### config.mk
export PLATFORM = sky130hd
export DESIGN_NAME = cache_mem_arbiter
export DESIGN_NICKNAME = d
export VERILOG_FILES = /design/src/rtl/cache_mem_arbiter.sv
export SDC_FILE = /design/constraint.sdc
export NUM_CORES = 1
export LEC_CHECK = 0
export CORE_AREA = 2 2 532 534
export CTS_BUF_LIST = sky130_fd_sc_hd__clkbuf_4 sky130_fd_sc_hd__clkbuf_8 sky130_fd_sc_hd__clkbuf_16
export DETAILED_ROUTE_END_ITERATION = 7
export DIE_AREA = 0 0 534 536
export SKIP_CTS_REPAIR_TIMING = 1
export SYNTH_ARGS = -nofsm -noshare
export SYNTH_HDL_FRONTEND = slang
export SYNTH_SLANG_ARGS = --single-unit
### constraint.sdc
create_clock -name clk -period 2.1 [get_ports clk]
set_clock_uncertainty 0.05 [all_clocks]
set_input_delay 0.315 -clock clk [delete_from_list [all_inputs] [get_ports clk]]
set_output_delay 0.315 -clock clk [all_outputs]
set_load 0.01 [all_outputs]
### src/rtl/cache_mem_arbiter.sv
// -----------------------------------------------------------------------------
// cache_mem_arbiter
//
// Shares one downstream line port (pmem_*) between an instruction cache (i_*)
// and a data cache (d_*). One transaction runs at a time:
//   IDLE     -> grant a pending requester and latch its address, op and data
//   BUSY_I/D -> hold exactly one pmem command until pmem_resp
//   RECOVER  -> one quiet cycle that ignores all requests, then back to IDLE
// When both caches are waiting in IDLE, the one that did not win the previous
// grant goes first. After reset the instruction cache wins the first tie.
//
// Ports
//   clk          : single clock, rising edge
//   rst          : asynchronous active-low reset (0 resets, 1 runs)
//   i_read       : I-cache line read request, held until i_resp
//   i_addr       : I-cache line address
//   i_rdata      : line returned to the I-cache (always pmem_rdata)
//   i_resp       : I-cache completion pulse
//   d_read       : D-cache line read request, held until d_resp
//   d_write      : D-cache writeback request, held until d_resp
//   d_addr       : D-cache line address
//   d_wdata      : D-cache writeback line
//   d_rdata      : line returned to the D-cache (always pmem_rdata)
//   d_resp       : D-cache completion pulse
//   pmem_read    : downstream read command
//   pmem_write   : downstream write command
//   pmem_addr    : downstream address (from the latched transaction)
//   pmem_wdata   : downstream write line (from the latched transaction)
//   pmem_rdata   : downstream return line
//   pmem_resp    : downstream completion pulse
// -----------------------------------------------------------------------------
module cache_mem_arbiter #(
  parameter int LINE_W = 256,
  parameter int ADDR_W = 32
) (
  input  logic              clk,
  input  logic              rst,
  // instruction cache
  input  logic              i_read,
  input  logic [ADDR_W-1:0] i_addr,
  output logic [LINE_W-1:0] i_rdata,
  output logic              i_resp,
  // data cache
  input  logic              d_read,
  input  logic              d_write,
  input  logic [ADDR_W-1:0] d_addr,
  input  logic [LINE_W-1:0] d_wdata,
  output logic [LINE_W-1:0] d_rdata,
  output logic              d_resp,
  // downstream line port
  output logic              pmem_read,
  output logic              pmem_write,
  output logic [ADDR_W-1:0] pmem_addr,
  output logic [LINE_W-1:0] pmem_wdata,
  input  logic [LINE_W-1:0] pmem_rdata,
  input  logic              pmem_resp
);

  typedef enum logic [1:0] {
    S_IDLE    = 2'd0,
    S_BUSY_I  = 2'd1,
    S_BUSY_D  = 2'd2,
    S_RECOVER = 2'd3
  } state_t;

  state_t              r_state;
  state_t              w_state_nxt;

  // 0 = instruction cache won the last grant, 1 = data cache
  logic                r_last_grant;

  // Latched transaction; the downstream port is driven only from these.
  logic [ADDR_W-1:0]   r_addr;
  logic                r_write;
  logic [LINE_W-1:0]   r_wdata;

  logic                w_i_pend;
  logic                w_d_pend;
  logic                w_grant_i;
  logic                w_grant_d;

  assign w_i_pend = i_read;
  assign w_d_pend = d_read | d_write;

  // ---------------------------------------------------------------------------
  // Next state, grant and command/response decode
  // ---------------------------------------------------------------------------
  always_comb begin
    // NOTE: every output of this block gets a default first so no path leaves
    // a signal unassigned, which would otherwise infer a latch.
    w_state_nxt = r_state;
    w_grant_i   = 1'b0;
    w_grant_d   = 1'b0;
    pmem_read   = 1'b0;
    pmem_write  = 1'b0;
    i_resp      = 1'b0;
    d_resp      = 1'b0;

    case (r_state)
      S_IDLE: begin
        if (w_i_pend && w_d_pend) begin
          // Tie: serve whichever side did not get the previous grant.
          w_grant_i = r_last_grant;
          w_grant_d = ~r_last_grant;
        end else begin
          w_grant_i = w_i_pend;
          w_grant_d = w_d_pend;
        end
        if (w_grant_i) begin
          w_state_nxt = S_BUSY_I;
        end else if (w_grant_d) begin
          w_state_nxt = S_BUSY_D;
        end
      end

      S_BUSY_I: begin
        pmem_read = 1'b1;
        if (pmem_resp) begin
          i_resp      = 1'b1;
          w_state_nxt = S_RECOVER;
        end
      end

      S_BUSY_D: begin
        pmem_read  = ~r_write;
        pmem_write = r_write;
        if (pmem_resp) begin
          d_resp      = 1'b1;
          w_state_nxt = S_RECOVER;
        end
      end

      S_RECOVER: begin
        w_state_nxt = S_IDLE;
      end

      default: begin
        w_state_nxt = S_IDLE;
      end
    endcase
  end

  // ---------------------------------------------------------------------------
  // State register and grant bookkeeping
  // ---------------------------------------------------------------------------
  always_ff @(posedge clk or negedge rst) begin
    // NOTE: sequential state uses non-blocking assignments so every register
    // samples the pre-edge values, independent of statement order.
    if (!rst) begin
      r_state      <= S_IDLE;
      r_last_grant <= 1'b1;
    end else begin
      r_state <= w_state_nxt;
      if (w_grant_i) begin
        r_last_grant <= 1'b0;
      end else if (w_grant_d) begin
        r_last_grant <= 1'b1;
      end
    end
  end

  // ---------------------------------------------------------------------------
  // Transaction latches, loaded only at grant so later request changes cannot
  // disturb the transaction in flight.
  // ---------------------------------------------------------------------------
  always_ff @(posedge clk or negedge rst) begin
    // NOTE: the wide data latch is reset as well, so pmem_wdata reads 0 out of
    // reset instead of whatever the flops powered up with.
    if (!rst) begin
      r_addr  <= '0;
      r_write <= 1'b0;
      r_wdata <= '0;
    end else if (w_grant_i) begin
      r_addr  <= i_addr;
      r_write <= 1'b0;
    end else if (w_grant_d) begin
      r_addr  <= d_addr;
      // read and write together is treated as a writeback
      r_write <= d_write;
      r_wdata <= d_wdata;
    end
  end

  // ---------------------------------------------------------------------------
  // Datapath outputs
  // ---------------------------------------------------------------------------
  assign pmem_addr  = r_addr;
  assign pmem_wdata = r_wdata;

  // Both caches see the return line at all times; only the resp pulses steer.
  assign i_rdata = pmem_rdata;
  assign d_rdata = pmem_rdata;

endmodule
; ---- Word-level counts from Yosys, hierarchy flattened
; Index checks and enable logic that the tools add are counted.
[totals]
reg_bits = 292
latchBits = 0
ram_bits = 0
romBits = 0
input_bits = 582
memories = 0
[classes]
addsub = 0
multipliers = 0
div = 0
n_lt_le_gt_ge = 0
eq_ne = 5
shift = 0
muxes = 21
n_bitwise = 4
reduce_logical = 6
[op_table]
columns = operator, n
row1 = 32-bit 2-to-1 mux, 2
row2 = 1-bit 2-to-1 mux, 14
row3 = 2-bit 2-to-1 mux, 3
row4 = 2-bit one-hot mux with 3 select lines, 1
row5 = "2-bit equality test, second input constant", 2
row6 = 2-bit AND reduction, 2
row7 = "3-bit by 1-bit inequality test with 1-bit output, second input constant", 1
row8 = 1-bit NOT, 3
row9 = "2-bit by 1-bit equality test with 1-bit output, second input constant", 1
row10 = 2-bit logical NOT, 1
row11 = "2-bit by 1-bit inequality test with 1-bit output, second input constant", 1
row12 = 1-bit one-hot mux with 2 select lines, 1
row13 = 2-bit nonzero test, 1
row14 = 2-bit OR reduction, 1
row15 = 1-bit logical AND, 1
row16 = 1-bit OR, 1

; ---- Depth between registers and ports, before layout
[logic_depth]
depth_word = 7
depth_mapped = 7
ltp_nobuf = 5

; ---- Worst setup path after synthesis
; No wires, ideal clock.
[synth_path]
path_kind = register to register
from = register r_state[0]
to = register r_wdata[100] (netlist: pmem_wdata[100])
setup_time_ps = 125
t_arrival_ps = 1654
slack_ps = 271
path_stages_with_launch = 8
n_path_buf = 2
period_less_slack_ps = 1829
path_cell_list = dfrtp_1 -> inv_1 -> ha_1 -> a21bo_4 -> nor2_8 -> buf_12 -> buf_12 -> mux2_4
[synth_between]
elab_chain_cells = 4
elab_cells_between_ends = 5
cone_classes = mux (2) / bitwise (1) / reduce/logical (2)
[synth_rtl]
columns = item, line
row1 = from (decl), 66  ; state_t r_state;
row2 = from (signal assigned), 153  ; r_state <= w_state_nxt;
row3 = 2-bit logical NOT *, 99  ; case (r_state)
row4 = 1-bit 2-to-1 mux, 99
row5 = 1-bit NOT (no source line), --
row6 = 2-bit AND reduction (no source line) *, --
row7 = to (signal assigned), 180  ; r_wdata <= d_wdata;
row8 = to (decl), 75  ; logic [LINE_W-1:0] r_wdata;
; Mark *: on every way between the ends. The rest lies on a longest branch, timed or not.
; A chain may end at the register's enable or synchronous reset.

; ---- Worst setup path after layout
[layout_path]
from = register r_state[1]
to = register r_wdata[171] (netlist: pmem_wdata[171])
; The elaborated chain is that of the path after synthesis.

==> impl_metrics.yaml <==
die:
  die_height_um: 536
  start_util: 0.0591
  io_pins: 1386
  rows: 195
  die-width_um: 534
  dieArea_mm2: 0.286
  core_area_mm2: 0.281
sta:
  rsz0062_at_grt: "yes"
  tightestPinTransition_ns: 0.686
  min_period_ns: 2.08
  finalSetupViolCount: 0
  hold_viol: 0
  relSlewSlack: 0.542
  fmax_ghz: 0.480
  finalMaxSlewViolations: 0
  fin_crit_sh: 0.992
clock_network:
  cts_num_sinks: 292
  path_clk_slew_ns: 0.06
  clk_latency_ns: 0.64
  htreeDepth: 2
  root_buffer: "clkbuf_16"
  tritoncts: "yes"
  clk_path_buf_depth: 3
  cts_buffers: 38
finish:
  area_growth_syn_to_layout_pct: 55.2
  final-instance-count-excl-fill: 5252
  layout-drive-gt1-share: 0.300
  fillers: 32200
  final_util: 0.0918
  final_common_cell: "clkdlybuf4s50_1"
  finalNetCount: 2057
  final_cell_mix: "clkdlybuf4s50_1 (418), dfrtp_1 (291), mux2_4 (221)"
  final_area_mm2: 0.0258
  seq_area_mm2: 0.00731
  multi_input_area_mm2: 0.00492
global_routing:
  grt_usage: 0.0962
  grt_first_pass_wirelength_mm: 168
  antenna_found_initial: 80
  grt-ovfl-total: 0
  grt_max_degree: 66
  grt_pass1_vias: 11100
critical_path:
  cpMostUsedCell: "buf_12"
  worstSetupEndpoint: "pmem_wdata[171]"
  critPathLaunchType: "flip-flop"
  crit_start: "r_state[1]"
  crit_type: "flip-flop to flip-flop"
  critPathSlowestCell: "dfrtp_1"
  critical_path_arrival_ns: 2.54
  rr_endpoint: "pmem_wdata[171]"
  r2r_slack_ns: 0.02
  rr_worst_depth: 9
  r2r_start: "r_state[1]"
  cp_max_fo: 7
  end_kind: "flip-flop"
  path_cells: "inv_2 > ha_4 > a21bo_4 > nor2_8 > buf_12 > clkbuf_16 > buf_6 > buf_12 > mux2_4"
  max_stage_delay_ns: 0.40
  required_ns: 2.56
worst_hold_path:
  hold_path_class: "primary input to flip-flop"
yosys:
  synth_edf_count: 0
  synth_area_leader_cell: "dfrtp_1"
  seq_area_frac_synth: 0.440
  netlist.area_leader.share: 0.439
  syn_area_per_cell_um2: 12.7
  netlist_area_mm2: 0.0166
  synth.ff_latch_count: 292
  ys_warn_count: 0
  ys_top_cells_by_area: "dfrtp_1 (44%), buf_4 (23%), mux2_4 (18%)"
  ys_async_sr_fraction: 1.00
  synthCells: 1310
  yosysUniqueCellTypes: 27
  syn-num-nets: 1896
  synth-main-ff-cell: "dfrtp_1"
routing:
  drtPass1Iterations: 4
  drc: 0
  vias_per_cell: 2.10
  num_vias: 11000
  wire_per_inst_um: 28.0
  drtIter0Drc: 511
  routed_wl_mm: 147
  ant_nets: 0
flow_run:
  max_cap_viol_count: 0
place:
  placed_area_mm2: 0.0235
  dp_cells: 5152
  port_buffers: 617
  place_hpwl_mm: 131
  gp_congestion: 0.814
power:
  ir_drop_v: 0.000484
  leakagePower_nw: 10.6
  p_per_area_mw_per_mm2: 1530
outcome:
  outcome: "completed"
[worst max-delay path, delay by kind of cell (launching register included)]
family	cells	cell delay (ns)
fa+ha+maj	1	0.14
flops	1	0.40
mux	1	0.29
simple gates	1	0.09
buf+inv	5	0.71
compound gates	1	0.24
[synth_stat cells, types with 2 or more instances]
cell and count:
buf_4 515, dfrtp_1 291, mux2_4 200, o21ai_0 66, a21oi_1 33, nor3_1 32
o22a_1 32, mux2_1 30, mux2_2 27, buf_12 22, clkbuf_1 22, buf_6 7
buf_2 6, inv_1 5, ha_1 4, and2_1 3, nand2_1 3, nor2_8 2
o22ai_1 2
[cell type report]
| class | instances | share of cell area |
|---|---|---|
| Clock buffer | 49 | 0.0411 |
| Tap cell | 3743 | 0.182 |
| Multi-Input combinational cell | 441 | 0.191 |
| Sequential cell | 292 | 0.284 |
| Clock inverter | 20 | 0.0101 |
| Inverter | 5 | 0.000728 |
| Timing Repair Buffer | 693 | 0.291 |
| Antenna cell | 9 | 0.000874 |
[through the flow]
stage               hold slack (ns)  TNS, ns  total power [mW]  setup slack, ns
finish                        0.150        0              39.5           0.0162
global route                  0.198    -1.99              42.3          -0.0892
CTS                          -0.444   -16.20              39.9           -0.361
detailed placement            0.279  -119.92              32.6           -0.498
global placement              0.277  -109.51              32.3           -0.454
floorplan                   -0.0306        0              19.4            0.271
[report_power, final]
group | total, mW | switching, mW | internal, mW
logic | 21.9 | 11.3 | 10.6
clock network | 7.05 | 3.04 | 4.01
registers | 10.6 | 1.99 | 8.59
total | 39.5 | 16.3 | 23.2
[sequential cells by signal (all words and copies together) (netlist names)]
register      flops
pmem_wdata      256
pmem_addr        32
r_state           2
r_last_grant      1
r_write           1
[how the worst min path moves through the flow]
| stage | start | end | slack, ns | cells after the start |
|---|---|---|---|---|
| floorplan | rst | pmem_addr[0] | -0.03 | 0 |
| global placement | rst | pmem_wdata[9] | 0.28 | 1 |
| detailed placement | rst | pmem_wdata[9] | 0.28 | 1 |
| CTS | rst | r_state[1] | -0.44 | 1 |
| global route | d_wdata[249] | pmem_wdata[249] | 0.20 | 2 |
| finish | d_read | r_write | 0.15 | 4 |
[routing by layer]
| metal | vias to the layer above | part of all wire | global-route usage |
|---|---|---|---|
| met3 | 392 | 0.26 | 0.116 |
| met4 | 4 | 0.039 | 0.0350 |
| met5 | - | 0.00084 | 0.00300 |
| met2 | 1246 | 0.41 | 0.138 |
| met1 | 5144 | 0.30 | 0.0804 |
| li1 | 4262 | - | - |
[logic make-up after synthesis]
logic type,share of synthesized area
compound gates,0.0500
fa+ha+maj,0.00301
buf+inv,0.272
flops,0.440
mux,0.220
simple gates,0.0147
No activity file was read; power rests on OpenSTA's default activity.
